### src/rtl/int_sched_pkg.sv
// Shared constants for the interrupt scheduler: MIP bit positions, cause codes and FSM states.
package p_hardisc;

  localparam int unsigned MIP_MSI  = 3;
  localparam int unsigned MIP_MTI  = 7;
  localparam int unsigned MIP_MEI  = 11;
  localparam int unsigned MIP_LCER = 13;
  localparam int unsigned MIP_UCE  = 14;

  // Cause codes equal the MIP bit index of their source.
  localparam logic [3:0] CODE_MSI  = 4'd3;
  localparam logic [3:0] CODE_MTI  = 4'd7;
  localparam logic [3:0] CODE_MEI  = 4'd11;
  localparam logic [3:0] CODE_LCER = 4'd13;
  localparam logic [3:0] CODE_UCE  = 4'd14;

  typedef enum logic [1:0] {
    IS_IDLE,
    IS_REQ,
    IS_HANDLER
  } is_state_t;

  function automatic logic [31:0] make_cause(input logic [3:0] code);
    return {1'b1, 27'b0, code};
  endfunction

endpackage

### src/rtl/int_prio_enc.sv
// Fixed-priority encoder: UCE > MEI > MSI > MTI > LCER.
module int_prio_enc
  import p_hardisc::*;
(
  input  logic [14:0] elig,
  output logic        valid,
  output logic [3:0]  code
);

  logic unused_bits;
  assign unused_bits = ^{elig[12], elig[10:8], elig[6:4], elig[2:0]};

  always_comb begin
    valid = 1'b1;
    code  = '0;
    if (elig[MIP_UCE])       code = CODE_UCE;
    else if (elig[MIP_MEI])  code = CODE_MEI;
    else if (elig[MIP_MSI])  code = CODE_MSI;
    else if (elig[MIP_MTI])  code = CODE_MTI;
    else if (elig[MIP_LCER]) code = CODE_LCER;
    else                     valid = 1'b0;
  end

endmodule

### src/rtl/int_sched.sv
// Interrupt scheduler: registered MIP image, masking, fixed-priority arbitration,
// req/ack handshake to MA with re-entry blocked until MRET, and a saturating LCER counter.
module int_sched
  import p_hardisc::*;
#(
  parameter int unsigned CNT_W    = 8,
  parameter int unsigned LCER_THR = 16
) (
  input  logic             s_clk_i,
  input  logic             s_rst_i,
  input  logic             s_int_meip_i,
  input  logic             s_int_mtip_i,
  input  logic             s_int_msip_i,
  input  logic             s_int_uce_i,
  input  logic             s_int_lcer_i,
  input  logic [14:0]      s_mie_i,
  input  logic             s_gie_i,
  input  logic [14:0]      s_mip_clr_i,
  input  logic             s_cnt_clr_i,
  input  logic             s_stall_i,
  input  logic             s_flush_i,
  input  logic             s_ack_i,
  input  logic             s_mret_i,
  output logic             s_int_req_o,
  output logic [31:0]      s_int_cause_o,
  output logic [14:0]      s_mip_o,
  output logic             s_in_handler_o,
  output logic [CNT_W-1:0] s_lcer_cnt_o,
  output logic             s_lcer_thr_o
);

  localparam logic [CNT_W-1:0] CNT_MAX = '1;
  localparam logic [CNT_W-1:0] THR_V   = LCER_THR[CNT_W-1:0];

  is_state_t        state, state_d;
  logic [14:0]      mip_q, mip_d;
  logic [14:0]      elig;
  logic [31:0]      cause_q;
  logic [3:0]       frz_code;
  logic             frz_elig;
  logic             win_valid;
  logic [3:0]       win_code;
  logic             load;
  logic             ack_hit;
  logic [CNT_W-1:0] cnt_q, cnt_d;
  logic             thr_q;

  logic unused_clr;
  assign unused_clr = ^s_mip_clr_i[12:0];

  assign frz_code = cause_q[3:0];
  assign ack_hit  = (state == IS_REQ) && s_ack_i;

  // Sticky bits: set wins over both CSR clear and ack-of-frozen-code clear.
  always_comb begin
    mip_d           = '0;
    mip_d[MIP_MSI]  = s_int_msip_i;
    mip_d[MIP_MTI]  = s_int_mtip_i;
    mip_d[MIP_MEI]  = s_int_meip_i;
    mip_d[MIP_LCER] = s_int_lcer_i | (mip_q[MIP_LCER] &
                      ~(s_mip_clr_i[MIP_LCER] | (ack_hit && frz_code == CODE_LCER)));
    mip_d[MIP_UCE]  = s_int_uce_i | (mip_q[MIP_UCE] &
                      ~(s_mip_clr_i[MIP_UCE] | (ack_hit && frz_code == CODE_UCE)));
  end

  // UCE bypasses the global enable but still honours its own MIE bit.
  always_comb begin
    elig          = mip_q & s_mie_i & {15{s_gie_i}};
    elig[MIP_UCE] = mip_q[MIP_UCE] & s_mie_i[MIP_UCE];
  end

  always_comb begin
    case (frz_code)
      CODE_UCE:  frz_elig = elig[MIP_UCE];
      CODE_MEI:  frz_elig = elig[MIP_MEI];
      CODE_MSI:  frz_elig = elig[MIP_MSI];
      CODE_MTI:  frz_elig = elig[MIP_MTI];
      CODE_LCER: frz_elig = elig[MIP_LCER];
      default:   frz_elig = 1'b0;
    endcase
  end

  int_prio_enc u_prio (
    .elig  (elig),
    .valid (win_valid),
    .code  (win_code)
  );

  always_comb begin
    state_d = state;
    load    = 1'b0;
    case (state)
      IS_IDLE: begin
        if (win_valid && !s_stall_i && !s_flush_i) begin
          state_d = IS_REQ;
          load    = 1'b1;
        end
      end
      IS_REQ: begin
        if (s_ack_i)                     state_d = IS_HANDLER;
        else if (s_flush_i || !frz_elig) state_d = IS_IDLE;
      end
      IS_HANDLER: begin
        if (s_mret_i) state_d = IS_IDLE;
      end
      default: state_d = IS_IDLE;
    endcase
  end

  always_ff @(posedge s_clk_i) begin
    if (s_rst_i) begin
      state   <= IS_IDLE;
      cause_q <= '0;
      mip_q   <= '0;
    end else begin
      state <= state_d;
      mip_q <= mip_d;
      if (load) cause_q <= make_cause(win_code);
    end
  end

  always_comb begin
    cnt_d = cnt_q;
    if (s_cnt_clr_i)                          cnt_d = '0;
    else if (s_int_lcer_i && cnt_q != CNT_MAX) cnt_d = cnt_q + 1'b1;
  end

  // Threshold flag is computed from the next count so it stays aligned with the count output.
  always_ff @(posedge s_clk_i) begin
    if (s_rst_i) begin
      cnt_q <= '0;
      thr_q <= 1'b0;
    end else begin
      cnt_q <= cnt_d;
      thr_q <= (cnt_d >= THR_V);
    end
  end

  assign s_int_req_o    = (state == IS_REQ);
  assign s_in_handler_o = (state == IS_HANDLER);
  assign s_int_cause_o  = cause_q;
  assign s_mip_o        = mip_q;
  assign s_lcer_cnt_o   = cnt_q;
  assign s_lcer_thr_o   = thr_q;

endmodule

### config.mk
export PLATFORM = sky130hd
export DESIGN_NAME = int_sched
export DESIGN_NICKNAME = d
export VERILOG_FILES = /design/src/rtl/int_sched_pkg.sv /design/src/rtl/int_prio_enc.sv /design/src/rtl/int_sched.sv
export SDC_FILE = /design/constraint.sdc
export NUM_CORES = 1
export LEC_CHECK = 0
export BUFFER_PORTS_ARGS = -buffer_cell sky130_fd_sc_hd__buf_2
export CORE_MARGIN = 3
export CORE_UTILIZATION = 40
export CTS_CLUSTER_SIZE = 28
export DETAILED_ROUTE_END_ITERATION = 10
export PLACE_DENSITY = 0.8
export SETUP_SLACK_MARGIN = 0.02
export SYNTH_ARGS = -nofsm -noshare
export SYNTH_HDL_FRONTEND = slang
export SYNTH_HIERARCHICAL = 1
export SYNTH_SLANG_ARGS = --single-unit
### constraint.sdc
create_clock -name s_clk_i -period 1.7 [get_ports s_clk_i]
set_input_delay 0.17 -clock s_clk_i [delete_from_list [all_inputs] [get_ports s_clk_i]]
set_output_delay 0.17 -clock s_clk_i [all_outputs]
set_load 0.005 [all_outputs]
==> flow_summary.ini <==
[floorplan]
initial_core_utilization = 0.427
ioPinCount = 101
floorplan.core_area_sq_um = 3130
die_width_um = 63.8
placementRows = 20
die_area_sq_um = 4070
die_height_um = 63.8

[status]
status = completed

[synthesis]
yosys_top_cell_by_area = sky130_fd_sc_hd__dfxtp_1
yosysWarningCount = 6
synth.area.top_cells = sky130_fd_sc_hd__dfxtp_1 31%, sky130_fd_sc_hd__buf_4 21%, sky130_fd_sc_hd__nor2_1 4.8%
synth_top_flop_cell = sky130_fd_sc_hd__dfxtp_1
count_of_unique_library_cells_instantiated_by_yosys = 42
synth.avg_cell_area_sq_um = 8.45
synth-edff-count = 0
postSynthCellCount = 158
async_reset_ff_frac = 0
synth_largest_type_area_fraction = 0.315
synth_seq_area_share = 0.315
synth-seq-cells = 21
synthesis.area_sq_um = 1340

[global_routing]
grtUsageTotal = 0.133
grt_start_max_net_pins = 17
first_pass_grt_wire_length_um = 4490
antenna_violations_before_repair = 0
grt_total_ovfl = 0
grt_pass1_vias = 1027

[clock_network]
tritoncts.num_buffers = 3
insertion_delay_of_the_later_clocked_pin_in_the_worst_skew_pair_ps = 300
worst_setup_hold_path_clk_slew_ps = 120
ctsHoldBuffers = 0
cts_tree = yes
clockBufferDepth = 2
cts-root-buf = sky130_fd_sc_hd__clkbuf_4
cts_resized = 0
htreeDepth = 1
number_of_post_cts_setup_repair_buffers = 0
cts_sinks = 21

[timing]
finalCritPeriodShare = 0.881
final-hold-violation-count = 0
timing.setup.tns_ps = 0
unrepaired_setup_endpoints_after_global_routing = false
post_route_worst_hold_slack_ps = 71.7
finalSetupViolations = 0
timing.clock.skew_ps = 7.75
achievable-frequency_mhz = 667
finalCriticalPeriod_ps = 1500
slew_viol_final = 0

[final_layout]
post-route-util = 0.479
n_fill_cell = 336
final_net_count = 248
drive_gt1_frac = 0.281
diodes = 0
ff_latch_area_sq_um = 420
multi_input_comb_area_sq_um = 736
postLayoutCellArea_sq_um = 1500
syn_to_final_growth_pct = 12.2

[placed_design]
numPortBuffers = 40
final_wtd_congestion = 0.828
dp_hpwl_um = 2130
dpl_cell_area_sq_um = 1470

[worst_setup_path]
critical_path.endpoint_type = flop
timing.critical_path.required_ps = 1900
maximum_fanout_along_the_worst_path = 6
timing.critical_path.arrival_ps = 1690
startpoint_class_of_the_critical_path = flop
kind_of_critical_path = flop to flop

[power_and_ir_drop]
power_per_standard_cell_area_nw_per_um2 = 585
cellLeakagePower_uw = 0.000774
p_total_uw = 876
irDropWorstVdd_mv = 0.302

[detailed_routing]
number_of_design_rule_violations_left_after_detail_routing = 0
viasPerCell = 4.54
route.antenna.remaining_nets = 0
post_drt_wl_per_cell_um = 10.6
initialDrtViolationCount = 21
drt-pass1-iter-count = 4
postRouteWirelength_um = 2630
total_vias_in_the_final_route = 1122

[min_path]
worst_hold_path_class = primary input to flop

[job]
max-cap-violations = 0
-- metal layers --
layer,track usage,vias to the layer above,wire (um)
met3,0.0228,2,189
met4,0.0404,0,20
met2,0.235,45,1250
met5,0,-,0
li1,-,566,-
met1,0.164,509,1160
-- cell type report --
type / instances / share of cell area
multi-input cells: 126 / 0.491
well taps: 44 / 0.0368
repair buffers: 43 / 0.151
flip-flops and latches: 21 / 0.281
inverters: 9 / 0.0226
clock buffers: 4 / 0.0175
-- per-stage QoR --
stage          instances  worst slack [ps]
2_1_floorplan        194               241
3_3_place_gp         243               220
3_5_place_dp         243               184
4_1_cts              247               142
5_1_grt              247              37.2
6_report             247               202
-- worst max-delay path, cell delays in order, from the launching register on --
cell                       delay (ps)
sky130_fd_sc_hd__dfxtp_1          380
sky130_fd_sc_hd__nand3_1          120
sky130_fd_sc_hd__inv_1             90
sky130_fd_sc_hd__nor2_1            70
sky130_fd_sc_hd__nand3_1          100
sky130_fd_sc_hd__nand2b_1         100
sky130_fd_sc_hd__nor4_4           150
sky130_fd_sc_hd__buf_6            170
sky130_fd_sc_hd__mux2i_1          190
sky130_fd_sc_hd__nor2_1            50
-- cells by family after synthesis --
group,count (synthesis),share of synthesized area
flip-flops,21,0.315
AND/OR/NAND/NOR,58,0.252
multiplexers,7,0.0534
adder cells (fa/ha/maj),1,0.00937
AO/OA/AOI/OAI,20,0.112
XOR/XNOR,3,0.0197
buffers and inverters,47,0.236
other,1,0.00281
-- worst paths after layout --
check / to / slack (ps) / cells past startpoint / startpoint
setup / recovery: s_int_cause_o[1] / 200 / 9 / s_mip_o[13]
hold / removal: s_mip_o[14] / 70 / 3 / s_int_uce_i
setup reg to reg: s_int_cause_o[1] / 200 / 9 / s_mip_o[13]
hold reg to reg: s_int_cause_o[31] / 480 / 2 / s_int_cause_o[31]
-- power by group --
group	leakage, uW	total [uW]	switching [uW]	internal [uW]
Clock	0.0000150	236	145	91.1
Combinational	0.000588	123	70.3	53.0
Sequential	0.000171	516	11.6	505
-- cell usage in the layout, fill, tap and decap left out, types with 3 or more instances in the layout --
cell type / n
sky130_fd_sc_hd__a21oi_1: 4
sky130_fd_sc_hd__a31oi_1: 3
sky130_fd_sc_hd__buf_2: 40
sky130_fd_sc_hd__clkbuf_4: 3
sky130_fd_sc_hd__conb_1: 37
sky130_fd_sc_hd__dfxtp_1: 21
sky130_fd_sc_hd__inv_1: 9
sky130_fd_sc_hd__mux2i_1: 6
sky130_fd_sc_hd__nand2_1: 6
sky130_fd_sc_hd__nand3_1: 9
sky130_fd_sc_hd__nor2_1: 17
sky130_fd_sc_hd__nor2b_1: 5
-- flip-flops by register name, indices dropped and copies added, names as in the netlist --
name / count
s_int_cause_o: 5
s_lcer_cnt_o: 8
s_lcer_thr_o: 1
s_mip_o: 5
state: 2
-- cells in the mapped netlist, types with 2 or more instances --
| library cell | n |
|---|---|
| sky130_fd_sc_hd__a21oi_1 | 4 |
| sky130_fd_sc_hd__a31oi_1 | 3 |
| sky130_fd_sc_hd__and3_1 | 3 |
| sky130_fd_sc_hd__buf_4 | 37 |
| sky130_fd_sc_hd__dfxtp_1 | 21 |
| sky130_fd_sc_hd__inv_1 | 9 |
| sky130_fd_sc_hd__mux2i_1 | 6 |
| sky130_fd_sc_hd__nand2_1 | 6 |
| sky130_fd_sc_hd__nand2b_1 | 2 |
| sky130_fd_sc_hd__nand3_1 | 9 |
| sky130_fd_sc_hd__nand4b_1 | 2 |
| sky130_fd_sc_hd__nor2_1 | 17 |
| sky130_fd_sc_hd__nor2b_1 | 5 |
| sky130_fd_sc_hd__o211ai_1 | 2 |
| sky130_fd_sc_hd__o31ai_1 | 2 |
| sky130_fd_sc_hd__or2_2 | 2 |
| sky130_fd_sc_hd__or3_1 | 2 |
| sky130_fd_sc_hd__xor2_1 | 2 |
No activity file was read; power rests on OpenSTA's default activity.
